===== src/rtl/osc_sequencer.sv =====
// Pattern sequencer: a CPU-programmed table of (threshold, duration) entries is
// played out to an oscillator through a valid/ready master port.
module osc_sequencer #(
  parameter int STEPS = 16
) (
  input  logic        clk,
  input  logic        resetn,
  input  logic        valid,
  output logic        ready,
  input  logic [3:0]  wstrb,
  input  logic [31:0] addr,
  input  logic [31:0] wdata,
  output logic [31:0] rdata,
  output logic        osc_valid,
  input  logic        osc_ready,
  output logic [3:0]  osc_wstrb,
  output logic [31:0] osc_wdata,
  output logic [3:0]  step,
  output logic        playing
);

  typedef enum logic [2:0] {
    IDLE    = 3'd0,
    WRITE   = 3'd1,
    ACK     = 3'd2,
    HOLD    = 3'd3,
    STOP    = 3'd4,
    ACKSTOP = 3'd5
  } state_t;

  localparam logic [3:0] IDX_MASK = 4'(STEPS - 1);
  localparam logic [3:0] LAST_IDX = 4'(STEPS - 1);

  function automatic logic [31:0] merge_bytes(input logic [31:0] old_v,
                                              input logic [31:0] new_v,
                                              input logic [3:0]  strb);
    logic [31:0] res;
    for (int b = 0; b < 4; b++) begin
      res[8*b +: 8] = strb[b] ? new_v[8*b +: 8] : old_v[8*b +: 8];
    end
    return res;
  endfunction

  state_t      state_r, state_nxt_s;
  logic [3:0]  step_r, step_nxt_s, step_inc_s;
  logic        natural_r, natural_nxt_s, finish_s;
  logic        run_r, loop_r, done_r;
  logic [15:0] tickdiv_r, tdiv_r, tick_r;
  logic [7:0]  dur_r, dcnt_r, next_dur_s;
  logic        tick_end_s, hold_end_s;
  logic [31:0] entry_r [0:15];
  logic        ready_r, osc_valid_r, playing_r;
  logic [31:0] rdata_r, osc_wdata_r, rd_s, ctrl_new_s;
  logic [3:0]  osc_wstrb_r, idx_s;
  logic        wr_en_s, ctrl_wr_s, tdiv_wr_s, ent_wr_s;
  logic        unused_s;

  assign unused_s   = ^{addr[31:7], addr[1:0]};
  assign idx_s      = addr[5:2] & IDX_MASK;
  assign wr_en_s    = valid && ready_r && (wstrb != 4'd0);
  assign ctrl_wr_s  = wr_en_s && !addr[6] && (addr[5:2] == 4'd0);
  assign tdiv_wr_s  = wr_en_s && !addr[6] && (addr[5:2] == 4'd2);
  assign ent_wr_s   = wr_en_s && addr[6];
  assign ctrl_new_s = merge_bytes({30'd0, loop_r, run_r}, wdata, wstrb);

  assign step_inc_s = step_r + 4'd1;
  assign next_dur_s = entry_r[step_inc_s][31:24];
  assign tick_end_s = (tick_r == tdiv_r);
  // A zero latched duration (entry rewritten mid-play) ends after one tick.
  assign hold_end_s = tick_end_s && ((dur_r == 8'd0) || (dcnt_r == dur_r - 8'd1));

  // CPU read mux
  always_comb begin
    rd_s = 32'd0;
    if (addr[6]) begin
      rd_s = entry_r[idx_s];
    end else begin
      case (addr[5:2])
        4'd0:    rd_s = {30'd0, loop_r, run_r};
        4'd1:    rd_s = {20'd0, step_r, 6'd0, done_r, playing_r};
        4'd2:    rd_s = {16'd0, tickdiv_r};
        default: rd_s = 32'd0;
      endcase
    end
  end

  // Next-state, step and end-kind selection
  always_comb begin
    state_nxt_s   = state_r;
    step_nxt_s    = step_r;
    natural_nxt_s = natural_r;
    finish_s      = 1'b0;
    case (state_r)
      IDLE: begin
        if (run_r) begin
          step_nxt_s = 4'd0;
          if (entry_r[0][31:24] == 8'd0) begin
            state_nxt_s   = STOP;
            natural_nxt_s = 1'b1;
          end else begin
            state_nxt_s   = WRITE;
          end
        end else begin
          state_nxt_s = IDLE;
        end
      end
      WRITE: state_nxt_s = ACK;
      ACK: begin
        if (osc_ready) begin
          if (run_r) begin
            state_nxt_s   = HOLD;
          end else begin
            state_nxt_s   = STOP;
            natural_nxt_s = 1'b0;
          end
        end else begin
          state_nxt_s = ACK;
        end
      end
      HOLD: begin
        if (!run_r) begin
          state_nxt_s   = STOP;
          natural_nxt_s = 1'b0;
        end else if (hold_end_s) begin
          if ((step_r < LAST_IDX) && (next_dur_s != 8'd0)) begin
            step_nxt_s  = step_inc_s;
            state_nxt_s = WRITE;
          end else if (loop_r && (entry_r[0][31:24] != 8'd0)) begin
            step_nxt_s  = 4'd0;
            state_nxt_s = WRITE;
          end else begin
            state_nxt_s   = STOP;
            natural_nxt_s = 1'b1;
          end
        end else begin
          state_nxt_s = HOLD;
        end
      end
      STOP: state_nxt_s = ACKSTOP;
      ACKSTOP: begin
        if (osc_ready) begin
          state_nxt_s = IDLE;
          finish_s    = 1'b1;
        end else begin
          state_nxt_s = ACKSTOP;
        end
      end
      default: state_nxt_s = IDLE;
    endcase
  end

  // FSM state, hold counters and registered oscillator outputs
  always_ff @(posedge clk) begin
    if (!resetn) begin
      state_r     <= IDLE;
      step_r      <= 4'd0;
      natural_r   <= 1'b0;
      playing_r   <= 1'b0;
      osc_valid_r <= 1'b0;
      osc_wstrb_r <= 4'd0;
      osc_wdata_r <= 32'd0;
      dur_r       <= 8'd0;
      dcnt_r      <= 8'd0;
      tick_r      <= 16'd0;
      tdiv_r      <= 16'd0;
    end else begin
      state_r     <= state_nxt_s;
      step_r      <= step_nxt_s;
      natural_r   <= natural_nxt_s;
      playing_r   <= (state_nxt_s != IDLE);
      osc_valid_r <= (state_nxt_s == WRITE) || (state_nxt_s == ACK) ||
                     (state_nxt_s == STOP)  || (state_nxt_s == ACKSTOP);
      osc_wstrb_r <= ((state_nxt_s == WRITE) || (state_nxt_s == STOP)) ? 4'hF : 4'h0;
      if (state_nxt_s == WRITE) begin
        osc_wdata_r <= {8'h00, entry_r[step_nxt_s][23:0]};
      end else if (state_nxt_s == STOP) begin
        osc_wdata_r <= 32'd0;
      end
      // Duration and divider are sampled at HOLD entry; divider again per tick.
      if ((state_nxt_s == HOLD) && (state_r != HOLD)) begin
        dur_r  <= entry_r[step_r][31:24];
        dcnt_r <= 8'd0;
        tick_r <= 16'd0;
        tdiv_r <= tickdiv_r;
      end else if (state_r == HOLD) begin
        if (tick_end_s) begin
          tick_r <= 16'd0;
          dcnt_r <= dcnt_r + 8'd1;
          tdiv_r <= tickdiv_r;
        end else begin
          tick_r <= tick_r + 16'd1;
        end
      end
    end
  end

  // CPU slave handshake and register file
  always_ff @(posedge clk) begin
    if (!resetn) begin
      ready_r   <= 1'b0;
      rdata_r   <= 32'd0;
      run_r     <= 1'b0;
      loop_r    <= 1'b0;
      done_r    <= 1'b0;
      tickdiv_r <= 16'd0;
      for (int i = 0; i < 16; i++) begin
        entry_r[i] <= 32'd0;
      end
    end else begin
      ready_r <= valid && !ready_r;
      rdata_r <= (valid && !ready_r) ? rd_s : 32'd0;
      // CPU write to CTRL wins over the end-of-play hardware update.
      if (ctrl_wr_s) begin
        run_r  <= ctrl_new_s[0];
        loop_r <= ctrl_new_s[1];
        done_r <= 1'b0;
      end else if (finish_s) begin
        run_r  <= 1'b0;
        done_r <= natural_r;
      end
      if (tdiv_wr_s) begin
        tickdiv_r <= merge_bytes({16'd0, tickdiv_r}, wdata, wstrb) & 32'h0000_FFFF;
      end
      if (ent_wr_s) begin
        entry_r[idx_s] <= merge_bytes(entry_r[idx_s], wdata, wstrb);
      end
    end
  end

  assign ready     = ready_r;
  assign rdata     = rdata_r;
  assign osc_valid = osc_valid_r;
  assign osc_wstrb = osc_wstrb_r;
  assign osc_wdata = osc_wdata_r;
  assign step      = step_r;
  assign playing   = playing_r;

endmodule


===== config.mk =====
export PLATFORM = sky130hd
export DESIGN_NAME = osc_sequencer
export DESIGN_NICKNAME = d
export VERILOG_FILES = /design/src/rtl/osc_sequencer.sv
export SDC_FILE = /design/constraint.sdc
export NUM_CORES = 1
export LEC_CHECK = 0
export ABC_CLOCK_PERIOD_IN_PS = 12500
export CORE_AREA = 2 2 258 260
export DETAILED_ROUTE_END_ITERATION = 12
export DIE_AREA = 0 0 260 262
export GPL_TIMING_DRIVEN = 0
export PLACE_DENSITY_LB_ADDON = 0.1
export SLEW_MARGIN = 20
export SYNTH_ARGS = -nofsm -noshare
export SYNTH_HDL_FRONTEND = slang
export SYNTH_SLANG_ARGS = --single-unit
export TNS_END_PERCENT = 20

===== constraint.sdc =====
create_clock -name clk -period 12.5 [get_ports clk]
set_clock_uncertainty 0.15 [all_clocks]
set_input_delay 2.5 -clock clk [delete_from_list [all_inputs] [get_ports clk]]
set_output_delay 2.5 -clock clk [all_outputs]
set_load 0.005 [all_outputs]

==> results of run 1 <==
==> per-stage QoR <==
| stage | std cells | area [sq um] |
|---|---|---|
| detailed placement | 3695 | 34800 |
| floorplan | 2721 | 32500 |
| finish | 3835 | 37300 |
| global placement | 3690 | 34600 |
| global route | 3832 | 37300 |
| CTS | 3832 | 37200 |
==> worst max-delay path, delay by kind of cell <==
family / cells / cell delay, ns
buf+inv: 5 / 2.53
simple gates: 4 / 2.29
==> worst max path at each step <==
stage                        from               to  slack (ns)  depth (start not counted)
after CTS                 addr[2]  entry_r[13][29]        5.55                          9
after floorplan           addr[2]   entry_r[13][0]        6.40                          9
final                     addr[2]   entry_r[13][7]        5.25                          9
after detailed placement  addr[2]   entry_r[13][7]        4.92                          9
after global routing      addr[2]   entry_r[13][7]        5.24                          9
after global placement    addr[2]   entry_r[1][12]        3.45                          9
==> area by class of cell <==
cell class                 count  share of cell area, %
clock inverter                32                  0.772
buffer                       239                   2.96
tap                          864                   2.90
antenna                        3                 0.0201
multi-input combinational   1827                   35.9
inverter                       8                 0.0806
clock buffer                 105                   5.70
timing repair buffer         110                   3.13
sequential                   647                   48.5
==> Yosys cell counts, drive strengths merged, types with 24 or more instances <==
cell type	count	area (sq um)
a21oi	147	736
a22oi	38	335
a31oi	25	156
and2	24	150
buf	85	498
clkbuf	154	578
dfxtp	135	2700
edfxtp	512	15400
mux2i	115	1150
mux4	203	4570
nand2	253	952
nand3	51	260
nor2	627	2350
nor2b	35	219
o211ai	25	193
o21ai	34	170
xor2	37	324
==> state kept, by name, summed over array words and instances, names as in the netlist, 8 cells and up <==
register   count
dcnt_r         8
dur_r          8
entry_r      512
osc_wdata     24
rdata         32
tdiv_r        16
tick_r        16
tickdiv_r     16
==> cells by family (layout without fill, tap and decap cells) <==
logic type	count (synthesis)	after routing	synth area share (%)
AO/OA/AOI/OAI	364	364	7.55
XOR/XNOR	46	46	1.24
adder cells (fa/ha/maj)	5	5	0.193
buffers and inverters	247	494	3.41
flip-flops	647	647	55.7
multiplexers	319	319	17.7
other	1	11	0.0116
AND/OR/NAND/NOR	1085	1085	14.2
==> power by group <==
group          leakage (nW)  internal [mW]  total (mW)  switching (mW)
Clock                  1.19           1.27        2.19           0.921
Sequential             6.37           2.38        2.42          0.0425
Combinational          5.28          0.140       0.406           0.266
==> routing by layer <==
| layer | track usage (%) | routed length, um |
|---|---|---|
| met1 | 49.2 | 46300 |
| met5 | 1.88 | 138 |
| met4 | 22.8 | 9240 |
| met3 | 11.5 | 18300 |
| met2 | 56.6 | 55900 |
==> qor.csv, run 1 <==
stage,metric,value,unit
status,status,"complete, no violations",
sta,drv_slew,0,
die,rows,94,
clock_tree,hold_buffers,0,
sta,worst_slew_pin_slew,1.33,ns
die,fp.dieH,262,um
sta,rsz0062_at_grt,no,
layout,nNetsFinal,2984,
worst_setup_path,r2r_cells,14,
logic_synthesis,synth-seq-cells,647,
sta,fin_ws,5.25,ns
worst_setup_path,required,12.61,ns
layout,multi_input_area,13400,sq um
sta,layout_min_cycle_time,7.25,ns
sta,setup_tns,0,ns
worst_setup_path,cpMaxStageDelayCell,nand2_4,
die,start_util,49.7,%
layout,register_area,18100,sq um
global_routing,grt.total_usage,38.0,%
hold_path,worstHoldPathType,reg -> reg,
layout,final_cell_mix,"nor2_1 (627), edfxtp_1 (512), nand2_1 (236)",
hold_path,whs_path_depth,2,
die,pin_count,147,
clock_tree,clk_pin_slew,0.06,ns
pwr,power,5.02,mW
layout,fillers,5431,
worst_setup_path,timing.rr.end,osc_wdata[23],
worst_setup_path,critPathArrivalTime,7.36,ns
global_routing,grt_pass1_wl,180000,um
logic_synthesis,yosysSeqAreaShare,55.7,%
sta,slew_headroom,11.7,%
hold_path,min_to,tdiv_r[8],
pwr,p_per_area,135,nW/um^2
logic_synthesis,syn_inst,2714,
logic_synthesis,synth_edf_count,512,
global_routing,antenna_found_initial,1,
hold_path,hold_start,tdiv_r[8],
clock_tree,worstSkewPairLatency,0.65,ns
logic_synthesis,synthArstFlopShare,0,%
layout,layout_commonest_cell,nor2_1,
worst_setup_path,worst_setup_path_start_kind,input port,
worst_setup_path,end_kind,flop,
clock_tree,ctsRootBufferMaster,clkbuf_16,
detailed_routing,routedWlPerCell,33.8,um
logic_synthesis,syn_avg_cell_area,11.9,sq um
sta,finalCritPeriodShare,58.0,%
die,die-area,68100,sq um
worst_setup_path,critical_path_class,in -> reg,
placement,hpwl,88500,um
worst_setup_path,timing.critical_path.fanout_max,32,
detailed_routing,ant_nets,0,
detailed_routing,dr.pass1.iters,7,
layout,fin_util,57.1,%
global_routing,grt_max_degree,33,
detailed_routing,drt_first_iter_violations,4346,
logic_synthesis,ys.flop_type,edfxtp_1,
detailed_routing,wl,130000,um
detailed_routing,drt-vias-per-instance,6.78,
clock_tree,cts_setup_buffers,0,
clock_tree,cts_buffers,74,
die,die_x,260,um
worst_setup_path,regToRegSetupSlack,7.00,ns
placement,dp_slack,4.92,ns
worst_setup_path,path_cells,clkbuf_1 -> buf_2 -> clkbuf_2 -> clkbuf_1 -> nor2b_1 -> nor2b_1 -> nand3_1 -> clkbuf_1 -> nand2_4,
die,coreArea,65300,sq um
layout,drive_above_1_share,15.5,%
detailed_routing,vias,26000,
pwr,peakVddDrop,0.0911,mV
logic_synthesis,yosysUniqueCellTypes,74,
flow_run,cap_violations,0,
worst_setup_path,crit_top_cell,clkbuf_1,
pwr,p_leak,12.8,nW
worst_setup_path,max_stage_delay,0.69,ns
logic_synthesis,yosys_warnings,0,
global_routing,grt_pass1_vias,25200,
global_routing,grt_overflow,0,
placement,place_congestion,0.974,
placement,numPortBuffers,105,
sta,hold_viol_final,0,
layout,area_growth,14.9,%
clock_tree,cts_buffer_depth,3,
clock_tree,post_cts_resized,0,
clock_tree,cts.sinks,647,
sta,fmax,138,MHz
detailed_routing,drc,0,
clock_tree,htreeDepth,3,
sta,holdWs,0.327,ns
sta,setup_viol,0,
worst_setup_path,reg2reg_from,step[0],
clock_tree,cts_tree,built,
logic_synthesis,netlist_area,32400,sq um
No activity file was read; power rests on OpenSTA's default activity.
==> run 2: changes to the inputs <==
- ABC_CLOCK_PERIOD_IN_PS: 12500 -> 6590
- clock period: 12.5 -> 6.59 ns (I/O delays scaled with it)
==> results of run 2 <==
Same layout as run 1 (identical final DEF). Status: complete, no violations.
Among the figures that moved: setup slack after placement 4.92 ns -> 0.190 ns; setup slack after layout 5.25 ns -> 0.523 ns; register-to-register setup slack 7.00 ns -> 1.09 ns; total power 5.02 mW -> 9.52 mW; worst IR drop on VDD 0.0911 mV -> 0.173 mV
